File: config.mk
export PLATFORM = sky130hd
export DESIGN_NAME = alu_share_arbiter
export DESIGN_NICKNAME = d
export VERILOG_FILES = /design/src/rtl/alu_ctrl_pkg.sv /design/src/rtl/likeALU.sv /design/src/rtl/alu_share_arbiter.sv
export SDC_FILE = /design/constraint.sdc
export NUM_CORES = 1
export LEC_CHECK = 0
export ABC_CLOCK_PERIOD_IN_PS = 2500
export CAP_MARGIN = 20
export CORE_ASPECT_RATIO = 0.75
export CORE_MARGIN = 5
export CORE_UTILIZATION = 48
export DETAILED_ROUTE_END_ITERATION = 8
export MAX_ROUTING_LAYER = met4
export PLACE_DENSITY = 0.8
export SYNTH_ARGS = -nofsm -noshare
export SYNTH_HDL_FRONTEND = slang
export SYNTH_HIERARCHICAL = 1
export SYNTH_SLANG_ARGS = --single-unit
File: constraint.sdc
create_clock -name clk -period 2.5 [get_ports clk]
set_clock_uncertainty 0.2 [all_clocks]
set_input_delay 0.75 -clock clk [delete_from_list [all_inputs] [get_ports clk]]
set_output_delay 0.75 -clock clk [all_outputs]
set_load 0.02 [all_outputs]
File: src/rtl/alu_ctrl_pkg.sv
// Shared encodings for the ALU sharing arbiter: ALU select codes, sequencer
// states and the native ALU width.
package alu_ctrl_pkg;

  localparam int ALU_DATA_W = 5;

  typedef enum logic [1:0] {
    OP_AND = 2'b00,
    OP_ADD = 2'b01,
    OP_OR  = 2'b10,
    OP_XOR = 2'b11
  } alu_op_e;

  typedef enum logic [1:0] {
    IDLE = 2'b00,
    EXEC = 2'b01,
    RESP = 2'b10
  } state_e;

endpackage

File: src/rtl/likeALU.sv
// Existing 5-bit combinational ALU: AND / ADD / OR / XOR selected by sel.
module likeALU
  import alu_ctrl_pkg::*;
(
  input  logic [4:0] a,
  input  logic [4:0] b,
  input  logic [1:0] sel,
  input  logic       c_in,
  output logic [4:0] y
);

  // Carry-out is not needed by any user, so the add truncates to 5 bits.
  always_comb begin
    y = '0;
    case (sel)
      OP_AND:  y = a & b;
      OP_ADD:  y = a + b + {4'b0, c_in};
      OP_OR:   y = a | b;
      OP_XOR:  y = a ^ b;
      default: y = '0;
    endcase
  end

endmodule

File: src/rtl/alu_share_arbiter.sv
// Round-robin arbiter between two requesters for one shared ALU; latches the
// winning operation, executes it for one cycle and holds the tagged result.
module alu_share_arbiter
  import alu_ctrl_pkg::*;
#(
  parameter int DATA_W = ALU_DATA_W,
  parameter int CNT_W  = 8
) (
  input  logic                   clk,
  input  logic                   rst_n,
  input  logic [1:0]             req_valid,
  output logic [1:0]             req_ready,
  input  logic [1:0][1:0]        req_op,
  input  logic [1:0][DATA_W-1:0] req_a,
  input  logic [1:0][DATA_W-1:0] req_b,
  output logic                   rsp_valid,
  input  logic                   rsp_ready,
  output logic [DATA_W-1:0]      rsp_data,
  output logic                   rsp_id,
  output logic [CNT_W-1:0]       op_count,
  output logic                   busy
);

  state_e              state_q, state_d;
  logic                last_grant_q, last_grant_d;
  logic [1:0]          op_q, op_d;
  logic [DATA_W-1:0]   a_q, a_d, b_q, b_d;
  logic                id_q, id_d;
  logic [DATA_W-1:0]   rsp_data_q, rsp_data_d;
  logic                rsp_id_q, rsp_id_d;
  logic [CNT_W-1:0]    cnt_q, cnt_d;
  logic                win;
  logic [DATA_W-1:0]   alu_y;

  // On contention the requester that did not win last time goes first.
  always_comb win = (&req_valid) ? ~last_grant_q : req_valid[1];

  assign req_ready = (rst_n && state_q == IDLE && |req_valid)
                   ? (win ? 2'b10 : 2'b01) : 2'b00;

  likeALU u_alu (
    .a    (a_q),
    .b    (b_q),
    .sel  (op_q),
    .c_in (1'b0),
    .y    (alu_y)
  );

  always_comb begin
    state_d      = state_q;
    last_grant_d = last_grant_q;
    op_d         = op_q;
    a_d          = a_q;
    b_d          = b_q;
    id_d         = id_q;
    rsp_data_d   = rsp_data_q;
    rsp_id_d     = rsp_id_q;
    cnt_d        = cnt_q;
    case (state_q)
      IDLE: if (|(req_valid & req_ready)) begin
        op_d         = req_op[win];
        a_d          = req_a[win];
        b_d          = req_b[win];
        id_d         = win;
        last_grant_d = win;
        state_d      = EXEC;
      end
      EXEC: begin
        rsp_data_d = alu_y;
        rsp_id_d   = id_q;
        state_d    = RESP;
      end
      RESP: if (rsp_ready) begin
        cnt_d   = cnt_q + CNT_W'(1);
        state_d = IDLE;
      end
      default: state_d = IDLE;
    endcase
  end

  always_ff @(posedge clk) begin
    if (!rst_n) begin
      state_q      <= IDLE;
      last_grant_q <= 1'b1;
      op_q         <= '0;
      a_q          <= '0;
      b_q          <= '0;
      id_q         <= 1'b0;
      rsp_data_q   <= '0;
      rsp_id_q     <= 1'b0;
      cnt_q        <= '0;
    end else begin
      state_q      <= state_d;
      last_grant_q <= last_grant_d;
      op_q         <= op_d;
      a_q          <= a_d;
      b_q          <= b_d;
      id_q         <= id_d;
      rsp_data_q   <= rsp_data_d;
      rsp_id_q     <= rsp_id_d;
      cnt_q        <= cnt_d;
    end
  end

  assign rsp_valid = (state_q == RESP);
  assign rsp_data  = rsp_data_q;
  assign rsp_id    = rsp_id_q;
  assign op_count  = cnt_q;
  assign busy      = (state_q != IDLE);

endmodule
# == After elaboration in Yosys (flattened, before gate mapping) ==
# Index checks and enable logic that the tools add are counted.
# totals
reg_bits,30
in_bits,29
elab_cells,48
# classes
n_addsub,2
order_cmp,1
eq_ne,7
muxes,13
bitwise_logic,5
reduce_logical,11
# ops
op,n
5-bit two-way mux,4
5-bit one-hot mux with 4 select lines,1
2-bit two-way mux,6
8-bit by 1-bit adder with 8-bit output (second input constant),1
2-bit AND reduction,4
2-bit == test (second input constant),3
2-bit one-hot mux with 3 select lines,1
5-bit adder,1
5-bit AND,1
5-bit bitwise OR,1
5-bit bitwise XOR,1
2-bit by 1-bit == test with 1-bit output (second input constant),2
2-bit zero test,2
2-bit by 1-bit != test with 1-bit output (second input constant),2
2-bit OR reduction,2
2-bit AND,1
1-bit logical AND,2
1-bit by 2-bit less-than comparator with 1-bit output (second input constant),1
2-bit nonzero test,1
1-bit two-way mux,1
1-bit inverter,1

# == Depth between registers and ports, before layout ==
# depth
depth_word,8
ltp_mapped,8
ltp_nobuf,8

# == By module ==
# Netlist, hierarchy kept.
# modules_own_cells
module,n_inst,cells_per_inst,area_per_inst_um2,seq_area_each_um2
alu_share_arbiter,1,151,1290.0,600.6
likeALU,1,58,432.9,0.0

# == Worst setup path before layout ==
# OpenSTA, ideal clock, no wires.
# synth_timing
path_type,input port to output port
from,input port req_valid[1]
to,output port req_ready[1]
t_arrival_ps,1634
required_time_ps,1550
setup_slack_ps,-84
stages,4
cell_sequence,a21boi_1 > clkbuf_1 > nand3_1 > inv_1
# synth_between
elab_chain_len,4
word_cells_on_any_way,6
classes_between,3 x mux; 3 x reduce/logical
# synth_lines
element,line,text
start: declaration,alu_share_arbiter.sv:11,"input logic [1:0] req_valid,"
2-bit AND reduction,alu_share_arbiter.sv:36,always_comb win = (&req_valid) ? ~last_grant_q : req_valid[1];
1-bit two-way mux,alu_share_arbiter.sv:36,
2-bit two-way mux,alu_share_arbiter.sv:39,? (win ? 2'b10 : 2'b01) : 2'b00;
2-bit two-way mux (*),alu_share_arbiter.sv:39,
end: declaration,alu_share_arbiter.sv:12,"output logic [1:0] req_ready,"
# Every way passes the cells marked *; elsewhere a longest branch is shown, timed or not.

# == Worst setup path after layout ==
# layout_timing
from,input port req_valid[0]
to,output port req_ready[1]
# The elaborated chain is that of the path after synthesis.

==> impl_metrics.xml <==
<?xml version="1.0" encoding="UTF-8"?>
<metrics>
  <group name="status">
    <metric name="status" unit="">completed</metric>
  </group>
  <group name="worst_setup_path">
    <metric name="arrival" unit="ps">1510</metric>
    <metric name="critPathRequiredTime" unit="ps">1550</metric>
    <metric name="number_of_cells_traversed_by_the_worst_register_to_register_path" unit="">8</metric>
    <metric name="worst_setup_path_end_kind" unit="">primary output</metric>
    <metric name="critPathMaxFanout" unit="">4</metric>
    <metric name="path_delay_family" unit="">buffers and inverters</metric>
    <metric name="path_cells" unit="">clkdlybuf4s15_2, or2_4, nand3_2, inv_2, buf_4</metric>
    <metric name="critical_path.startpoint_type" unit="">primary input</metric>
    <metric name="worst_path_depth" unit="">5</metric>
    <metric name="crit_slowest_cell" unit="">or2_4</metric>
    <metric name="timing.setup.critical_path_class" unit="">in -&gt; out</metric>
    <metric name="critical_path_buf_inv_count" unit="">3</metric>
    <metric name="timing.critical_path.slowest_cell_delay" unit="ps">260</metric>
  </group>
  <group name="power_and_ir_drop">
    <metric name="power-per-cell-area" unit="mW/mm²">527.7</metric>
    <metric name="p_leak" unit="nW">0.9794</metric>
    <metric name="share_seq_of_total_power" unit="">0.433</metric>
    <metric name="highest_ir_drop_seen_on_vdd" unit="µV">343.8</metric>
    <metric name="p_total" unit="mW">1.258</metric>
    <metric name="clock_power_share" unit="">0.324</metric>
    <metric name="combinationalPowerShare" unit="">0.243</metric>
    <metric name="switching_part_of_the_total_power" unit="">0.2947</metric>
    <metric name="total_switching_power" unit="mW">0.3708</metric>
    <metric name="internal-power" unit="mW">0.8876</metric>
  </group>
  <group name="floorplanning">
    <metric name="initial_core_util" unit="">0.5100</metric>
    <metric name="die_width" unit="µm">79.18</metric>
    <metric name="die-area" unit="mm²">0.004900</metric>
    <metric name="die_height" unit="µm">61.89</metric>
    <metric name="core_area" unit="mm²">0.003378</metric>
    <metric name="ios" unit="">47</metric>
    <metric name="placementRows" unit="">18</metric>
  </group>
  <group name="clock_network">
    <metric name="number_of_clock_sinks" unit="">30</metric>
    <metric name="clk_root_buffer_cell" unit="">clkbuf_8</metric>
    <metric name="cts_made_buffers" unit="">5</metric>
    <metric name="clock_tree.buffer_depth" unit="">2</metric>
    <metric name="htree_levels" unit="">2</metric>
    <metric name="clkTransAtPathRegs" unit="ps">60</metric>
    <metric name="tritoncts" unit="">yes</metric>
    <metric name="worstSkewPairLatency" unit="ps">290</metric>
  </group>
  <group name="drt">
    <metric name="vias" unit="">1693</metric>
    <metric name="wl_per_cell" unit="µm">14.34</metric>
    <metric name="detail_route.first_pass.iterations" unit="">4</metric>
    <metric name="drt_wl_total" unit="µm">4360</metric>
    <metric name="ant_nets" unit="">0</metric>
    <metric name="first_iter_violations" unit="">111</metric>
    <metric name="drc_errors" unit="">0</metric>
    <metric name="vias_per_cell" unit="">5.569</metric>
  </group>
  <group name="sta">
    <metric name="timing.final.max_slew_violations" unit="">0</metric>
    <metric name="actual_transition_at_the_worst_max_transition_pin" unit="ps">524.3</metric>
    <metric name="timing.hold.ws" unit="ps">293.1</metric>
    <metric name="maxClockFrequency" unit="GHz">0.4066</metric>
    <metric name="rsz_0062_raised_after_global_routing" unit="">false</metric>
    <metric name="min_period" unit="ps">2459</metric>
    <metric name="layout_worst_path_cycle_share" unit="">0.9837</metric>
    <metric name="max-slew-margin-rel" unit="">0.6500</metric>
    <metric name="worst_case_setup_margin_in_the_final_layout" unit="ps">40.67</metric>
    <metric name="number_of_hold_violations_in_the_final_report" unit="">0</metric>
    <metric name="finalSetupViolCount" unit="">0</metric>
  </group>
  <group name="final_layout">
    <metric name="antennaDiodeCount" unit="">0</metric>
    <metric name="layout_commonest_cell" unit="">clkdlybuf4s50_1</metric>
    <metric name="mostFrequentLayoutCells" unit="">39 x clkdlybuf4s50_1, 30 x dfxtp_1, 29 x nand2_1, 20 x a21oi_1, 15 x buf_4</metric>
    <metric name="fin_cells" unit="">304</metric>
    <metric name="layout-drive-gt1-share" unit="">0.1402</metric>
    <metric name="area_growth" unit="%">38.42</metric>
    <metric name="num-nets-final" unit="">305</metric>
    <metric name="final_core_utilization" unit="">0.7059</metric>
  </group>
  <group name="synth">
    <metric name="synth-main-ff-cell" unit="">dfxtp_1</metric>
    <metric name="synth.yosys.warnings" unit="">6</metric>
    <metric name="synth.avg_cell_area" unit="µm²">8.244</metric>
    <metric name="netlist.top_cell.by_area" unit="">dfxtp_1</metric>
    <metric name="ys_seq_elements" unit="">30</metric>
    <metric name="asyncSetResetFlopFracSynth" unit="">0</metric>
    <metric name="synth_nets" unit="">251</metric>
    <metric name="synth.top_cell.area_share" unit="">0.3486</metric>
    <metric name="leading_cell_types_by_total_area_after_synthesis" unit="">dfxtp_1 35%, ha_1 8.0%, nand2_1 6.5%</metric>
    <metric name="yosysUniqueCellTypes" unit="">38</metric>
    <metric name="synth_sequential_area_ratio" unit="">0.3486</metric>
    <metric name="post_syn_area" unit="mm²">0.001723</metric>
    <metric name="synth_edf_count" unit="">0</metric>
    <metric name="cells_after_synth" unit="">209</metric>
  </group>
  <group name="grt">
    <metric name="grt_pass1_vias" unit="">1613</metric>
    <metric name="antenna_found_initial" unit="">0</metric>
    <metric name="largest_net_degree_at_the_start_of_global_routing" unit="">29</metric>
    <metric name="globalRouteMet3Util" unit="">0.06628</metric>
    <metric name="grt_use_met2" unit="">0.3022</metric>
    <metric name="met1_resource_use_gr" unit="">0.2469</metric>
    <metric name="overall_fraction_of_global_route_tracks_in_use" unit="">0.1991</metric>
    <metric name="global_route_overflow" unit="">0</metric>
    <metric name="first_pass_grt_wire_length" unit="µm">7169</metric>
    <metric name="top_usage_layer" unit="">met2</metric>
  </group>
  <group name="placed_design">
    <metric name="hpwlAfterDp" unit="µm">3171</metric>
    <metric name="io_buffer_count" unit="">46</metric>
    <metric name="post-place-cells" unit="">292</metric>
    <metric name="place_ws" unit="ps">-898.0</metric>
    <metric name="gp_congestion" unit="">0.8107</metric>
  </group>
  <group name="min_path">
    <metric name="worstHoldPathType" unit="">reg -&gt; reg</metric>
    <metric name="number_of_cells_on_the_worst_hold_path" unit="">2</metric>
  </group>
  <group name="run">
    <metric name="drv.max_cap_violation_count" unit="">0</metric>
  </group>
</metrics>
## cell usage after synthesis, types with 4 or more instances
master / number
buf_2: 5
mux2i_1: 8
nor2b_1: 6
clkbuf_1: 6
nor2_1: 15
o21ai_0: 8
nand3_1: 4
dfxtp_1: 30
ha_1: 11
a21oi_1: 20
inv_1: 14
or4_1: 4
a311oi_1: 12
o31ai_1: 4
nand2_1: 30
## metrics by stage
step	cell area, µm²	TNS (ps)
floorplan	1725	0
global placement	2246	-1618
detailed placement	2246	-2698
CTS	2371	0
global route	2385	0
finish	2385	0
## cell families after synthesis
| family | synth area share |
|---|---|
| adders and majority gates | 0.1031 |
| AOI/OAI and AO/OA | 0.1968 |
| muxes | 0.06173 |
| xor gates and xnor gates | 0.01017 |
| DFF | 0.3486 |
| buffers and inverters | 0.06898 |
| other | 0.002177 |
| and+or+nand+nor | 0.2084 |
## sequential cells by signal, summed over array words and instances (netlist names)
name and count:
rsp_id 1, id_q 1, last_grant_q 1, b_q 5, state_q 2, rsp_data 5, op_q 2, a_q 5
op_count 8
## final cells by class
| class | count | area [µm²] |
|---|---|---|
| clock buffers | 7 | 86.33 |
| flip-flops and latches | 30 | 600.6 |
| fillers | 284 | 993.5 |
| clock inverters | 1 | 5.005 |
| repair buffers | 60 | 553.0 |
| multi-input cells | 151 | 1033 |
| inverters | 15 | 56.30 |
| well taps | 40 | 50.05 |
## worst reg2reg max path, stage by stage (launching register included)
cell and delay (ps):
dfxtp_1 400, fa_1 250, inv_1 70, fa_1 400, nand2b_1 180, a2111oi_0 380, a211oi_1 100, mux2i_1 150
nor2_1 50
## worst paths after layout
path	end	slack, ps	start
max	req_ready[1]	40	req_valid[0]
min	op_count[7]	290	op_count[7]
max reg2reg	rsp_data[4]	190	a_q[0]
min reg2reg	op_count[7]	290	op_count[7]
## power by group through the flow
stage | Clock, mW | Sequential (mW) | Combinational (mW)
floorplan | 0 | 0.545 | 0.184
global placement | 0 | 0.552 | 0.287
detailed placement | 0 | 0.553 | 0.294
CTS | 0.416 | 0.545 | 0.301
global route | 0.433 | 0.550 | 0.340
finish | 0.408 | 0.545 | 0.305
## metal layers
metal,vias to the layer above,share of wire
met5,-,0
met4,0,0.015
met3,7,0.080
met2,56,0.44
met1,789,0.47
li1,841,-
## timing repair
item                       in CTS  in global routing
buffers inserted                2                  2
gates resized for setup        24                  6
setup endpoints to repair       4                  2
hold buffers                    0                  0
pin swaps                       1                  4
gates cloned                    0                  0
(Power assumes the default switching activity.)
